--- src/rtl/fetch_queue.sv ---
// Instruction fetch stage: issues back-to-back inst_rom reads and buffers results in a DEPTH-entry queue toward ID.
// Optional macro FETCH_BYPASS_EN forwards returning data straight to out_bus when the queue is empty.
module fetch_queue #(
  parameter logic [31:0] START_ADDR = 32'hbfc00000,
  parameter int          DEPTH      = 4,
  parameter int          PTR_W      = $clog2(DEPTH)
) (
  input  logic             clk,
  input  logic             resetn,
  input  logic [32:0]      exc_bus,
  input  logic [32:0]      jbr_bus,
  output logic             inst_req,
  output logic [31:0]      inst_addr,
  input  logic [31:0]      inst,
  output logic             out_valid,
  input  logic             out_ready,
  output logic [64:0]      out_bus,
  output logic [PTR_W:0]   q_count,
  output logic [31:0]      IF_pc
);

  localparam logic [PTR_W-1:0] PTR_ONE = 1;
  localparam logic [PTR_W:0]   CNT_ONE = 1;
  localparam logic [PTR_W+1:0] DEPTH_L = (PTR_W + 2)'(DEPTH);

  logic [31:0]    pc;
  logic [31:0]    pc_d1;
  logic           inflight;
  logic [PTR_W-1:0] wr_ptr;
  logic [PTR_W-1:0] rd_ptr;
  logic [PTR_W:0]   count;
  logic [64:0]    mem [DEPTH];

  logic           redirect;
  logic [31:0]    redirect_pc;
  logic [PTR_W+1:0] occ;
  logic [64:0]    ret_entry;
  logic           empty;
  logic           bypass;
  logic           push;
  logic           pop;

  assign redirect    = exc_bus[32] | jbr_bus[32];
  assign redirect_pc = exc_bus[32] ? exc_bus[31:0] : jbr_bus[31:0];

  // Counting the outstanding read guarantees a free slot for every returning instruction.
  assign occ      = {1'b0, count} + {{(PTR_W + 1){1'b0}}, inflight};
  assign inst_req = resetn & ~redirect & (occ < DEPTH_L);

  assign ret_entry = {inst, pc_d1[1:0] != 2'b00, pc_d1};
  assign empty     = (count == '0);

`ifdef FETCH_BYPASS_EN
  assign bypass = empty & inflight;
`else
  assign bypass = 1'b0;
`endif

  assign out_valid = ~empty | bypass;
  assign out_bus   = ~empty ? mem[rd_ptr] : (bypass ? ret_entry : '0);
  assign push      = inflight & ~(bypass & out_ready);
  assign pop       = ~empty & out_ready;

  assign inst_addr = pc;
  assign IF_pc     = pc;
  assign q_count   = count;

  always_ff @(posedge clk) begin
    if (!resetn) begin
      pc       <= START_ADDR;
      pc_d1    <= START_ADDR;
      inflight <= 1'b0;
      wr_ptr   <= '0;
      rd_ptr   <= '0;
      count    <= '0;
    end else if (redirect) begin
      // Flush and drop whatever returns next cycle.
      pc       <= redirect_pc;
      inflight <= 1'b0;
      wr_ptr   <= '0;
      rd_ptr   <= '0;
      count    <= '0;
    end else begin
      inflight <= inst_req;
      if (inst_req) begin
        pc    <= {pc[31:2] + 30'd1, pc[1:0]};
        pc_d1 <= pc;
      end
      if (push) wr_ptr <= wr_ptr + PTR_ONE;
      if (pop)  rd_ptr <= rd_ptr + PTR_ONE;
      case ({push, pop})
        2'b10:   count <= count + CNT_ONE;
        2'b01:   count <= count - CNT_ONE;
        default: ;
      endcase
    end
  end

  always_ff @(posedge clk) begin
    if (resetn && !redirect && push) mem[wr_ptr] <= ret_entry;
  end

endmodule

--- config.mk ---
export PLATFORM = sky130hd
export DESIGN_NAME = fetch_queue
export DESIGN_NICKNAME = d
export VERILOG_FILES = /design/src/rtl/fetch_queue.sv
export SDC_FILE = /design/constraint.sdc
export NUM_CORES = 1
export LEC_CHECK = 0
export ABC_AREA = 1
export ABC_CLOCK_PERIOD_IN_PS = 4750
export CORE_ASPECT_RATIO = 0.7
export CORE_MARGIN = 2
export CORE_UTILIZATION = 25
export CTS_CLUSTER_DIAMETER = 30
export DETAILED_ROUTE_END_ITERATION = 7
export GPL_TIMING_DRIVEN = 0
export PLACE_DENSITY = 0.47
export SETUP_SLACK_MARGIN = 0.05
export SLEW_MARGIN = 5
export SYNTH_ARGS = -nofsm -noshare
export SYNTH_HDL_FRONTEND = slang
export SYNTH_SLANG_ARGS = --single-unit
export TNS_END_PERCENT = 30
--- constraint.sdc ---
create_clock -name clk -period 4.75 [get_ports clk]
set_input_delay 0.7125 -clock clk [delete_from_list [all_inputs] [get_ports clk]]
set_output_delay 0.7125 -clock clk [all_outputs]
set_load 0.1 [all_outputs]
==> results.ini <==
[run_status]
run_status=finished, final reports clean

[route]
drt_first_iter_violations=842
post_drt_via_cell_ratio=4.47
antenna_left=0
metal2_wl_um=20200
drtPass1Iterations=5
routed.top_layer=met4
detailroute.wirelength.met3_um=2590
detail_route.wirelength.met1_um=22000
finalWirelength_um=45500
drcViolationCount=0
post_drt_wl_per_cell_um=17.9
vias=11300

[floorplan]
initial_core_util=0.252
die_width_um=289
fp.dieArea_mm2=0.0588
io_pins=235
placeableCoreArea_mm2=0.0565
row_count=73
dieHeight_um=204

[layout]
final_layout_size_suffix_gt1_frac=0.126
seqCellArea_mm2=0.00929
num_antenna_cells=0
fill_cells=5548
final_common_cell=sky130_fd_sc_hd__nor2_1
layout.core_utilization=0.361
commonest_cells_after_routing_fill_and_taps_aside=sky130_fd_sc_hd__nor2_1, sky130_fd_sc_hd__edfxtp_1, sky130_fd_sc_hd__clkdlybuf4s50_1
area_growth_pct=43.4
nets=1830
multi_input_comb_area_mm2=0.00416

[synthesis]
synthTopCellsByArea=sky130_fd_sc_hd__edfxtp_1, sky130_fd_sc_hd__dfxtp_1, sky130_fd_sc_hd__nor2_1
ys_seq_elements=334
syn-cell-area_mm2=0.0142
synth.yosys.warnings=0
synth_sequential_area_ratio=0.653
synth_top_cell_by_area=sky130_fd_sc_hd__edfxtp_1
synth.top_cell.area_share=0.549
synth_cell_type_count=34
net_count_synth=1508
syn-instance-count=1400
synth_area_per_inst_um2=10.2

[clock_tree]
clock_path_buffers=3
clkLatencyLatePin_ns=0.59
cts_num_sinks=334
cts_tree=yes
cts_made_buffers=79
htreeDepth=3
clock_tree.root_cell=sky130_fd_sc_hd__clkbuf_16
worst_setup_hold_path_clk_slew_ns=0.05

[pwr]
netSwitchingPower_mw=2.34
pwr_dens_mw_per_mm2=459
vdd_drop_max_uv=234
power.static_leakage_nw=7.44
p_seq_frac=0.349
p_clk_frac=0.569
sw_frac_of_total=0.250
fin_total_pwr_mw=9.36
combPwrFrac=0.082
p_int_mw=7.02

[timing]
max_clock_freq_ghz=0.225
unrepaired_setup_endpoints_after_global_routing=no
setup_violations=0
hold_ws_ns=0.472
finalMaxSlewViolations=0
timing.max_slew.rel_slack=0.281
final.setup.worst_slack_ns=0.308
worst_slew_pin_slew_ns=1.08
final_hold_violations=0
timing.final.crit_period_ns=4.44
layout_worst_path_cycle_share=0.935
finalClockSkew_ns=0.0132

[worst_hold_path]
whs_path_depth=2
path_class_of_the_lowest_slack_min_delay_path=reg2reg
min-delay-start=rd_ptr[1]$_SDFFE_PP0N_

[grt]
globalRouteTotalUtil=0.154
grt_max_degree=26
first_global_vias=11100
antenna_found_initial=0
grt.overflow.total=0
wire_length_of_the_first_global_routing_pass_um=67700

[placed_design]
hpwlAfterDp_um=31700
pre_cts_ws_ns=0.714
gp_routability_congestion=0.842
buffer_ports.inserted=232

[worst_setup_path]
critical-path-top-delay-family=buffers and inverters
reg2reg_depth=8
critical_path.startpoint_type=flop
critical_path.reg2reg.endpoint=q_count[1]$_SDFFE_PP0P_
worstReg2RegStart=q_count[0]$_SDFFE_PP0P_
worst-setup-path-type=reg2out
crit_path_top_delay_cell=sky130_fd_sc_hd__clkdlybuf4s50_1
cp_cell_sequence=clkbuf_1, buf_2, buf_2, nor2_1, nor2_1, o21ai_0, a21oi_1, clkdlybuf4s50_1
regToRegSetupSlack_ns=2.39
slowest_delay_ns=1.21
cp.buffers_inverters=4
cp_data_arrival_time_ns=3.73
critical_path_peak_fanout=10
endpoint_kind=output port
timing.critical_path.required_ns=4.04

[flow_run]
cap_violations=0

## cell usage after synthesis
library cell                 n
sky130_fd_sc_hd__buf_2      27
sky130_fd_sc_hd__nand3_4     1
sky130_fd_sc_hd__a22o_1      6
sky130_fd_sc_hd__buf_4      35
sky130_fd_sc_hd__o21ai_1    21
sky130_fd_sc_hd__nand3_1    31
sky130_fd_sc_hd__inv_2       9
sky130_fd_sc_hd__nand3b_1    1
sky130_fd_sc_hd__buf_1       3
sky130_fd_sc_hd__nor3_1      1
sky130_fd_sc_hd__nor2_1    338
sky130_fd_sc_hd__o21ai_0   161
sky130_fd_sc_hd__or2_2       3
sky130_fd_sc_hd__nor2_2      3
sky130_fd_sc_hd__a31oi_1     7
sky130_fd_sc_hd__o211ai_1   12
sky130_fd_sc_hd__o21a_1      1
sky130_fd_sc_hd__a22oi_1    24
sky130_fd_sc_hd__nor2_8      1
sky130_fd_sc_hd__o22ai_1     1
sky130_fd_sc_hd__xor2_1      2
sky130_fd_sc_hd__nand4_1     2
sky130_fd_sc_hd__dfxtp_1    74
sky130_fd_sc_hd__fa_1        1
sky130_fd_sc_hd__ha_1        6
sky130_fd_sc_hd__nand2_4     2
sky130_fd_sc_hd__inv_1      49
sky130_fd_sc_hd__edfxtp_1  260
sky130_fd_sc_hd__nor2_4      1
sky130_fd_sc_hd__nand2_1   159
sky130_fd_sc_hd__o31ai_1     2
sky130_fd_sc_hd__buf_6       1
sky130_fd_sc_hd__a21oi_1   112
sky130_fd_sc_hd__clkbuf_1   43
## through the flow
step	setup TNS (ns)	instances	area, um2
after detailed placement	0	2391	17700
final	0	2534	20400
after global placement	-677.38	2382	17500
after global routing	0	2534	20400
after CTS	0	2534	20400
after floorplan	0	1400	14200
## power by group through the flow
stage	sequential [mW]	combinational (mW)	clock, mW
2_1_floorplan	3.45	0.366	0
3_3_place_gp	3.32	0.760	0
5_1_grt	3.27	0.802	5.59
6_report	3.27	0.764	5.32
4_1_cts	3.27	0.766	5.44
3_5_place_dp	3.32	0.764	0
## cell families after synthesis
group,after synthesis,share of synthesized area
simple gates,543,0.151
buf+inv,167,0.0562
flops,334,0.653
xor+xnor,2,0.00123
fa+ha+maj,7,0.00669
compound gates,347,0.131
## per-layer routing
| metal | up-vias | track usage |
|---|---|---|
| li1 | 5491 | - |
| met1 | 5450 | 0.222 |
| met2 | 327 | 0.230 |
| met3 | 63 | 0.0360 |
| met4 | 0 | 0.0423 |
| met5 | - | 0 |
## worst max-delay path by stage
stage                      startpoint  depth (start not counted)              endpoint  slack (ns)
after global routing             flop                          8           out_bus[30]        0.08
after global placement    jbr_bus[32]                          6  mem[1][43]$_DFFE_PP_       -2.67
after floorplan           exc_bus[32]                          6   mem[0][0]$_DFFE_PP_        0.32
after CTS                        flop                          7           out_bus[20]        0.08
final                            flop                          8           out_bus[13]        0.31
after detailed placement         flop                          7           out_bus[16]        0.71
## repair_timing
item,4_1_cts,5_1_grt
pin swaps,0,0
hold endpoints to repair,0,0
hold buffers,0,0
setup buffers,0,0
gates resized for setup,1,4
endpoints found under the setup margin,1,4
## sequential cells by signal (all words and copies together), names as in the netlist, named ones only
name,flops
wr_ptr,2
mem,260
rd_ptr,2
IF_pc,32
inflight,1
q_count,3
pc_d1,32
## tightest hold or removal path, stage by stage, from the launching register on
cell and delay [ns]:
sky130_fd_sc_hd__dfxtp_1 0.29, sky130_fd_sc_hd__inv_1 0.05, sky130_fd_sc_hd__a21oi_1 0.07
## cell type report
| class | instances | share of cell area |
|---|---|---|
| Sequential cell | 334 | 0.456 |
| Multi-Input combinational cell | 899 | 0.204 |
| Timing Repair Buffer | 241 | 0.124 |
| Clock buffer | 90 | 0.100 |
| Tap cell | 750 | 0.0460 |
| Clock inverter | 53 | 0.0314 |
| Buffer | 109 | 0.0285 |
| Inverter | 58 | 0.0107 |
(Power assumes the default switching activity.)
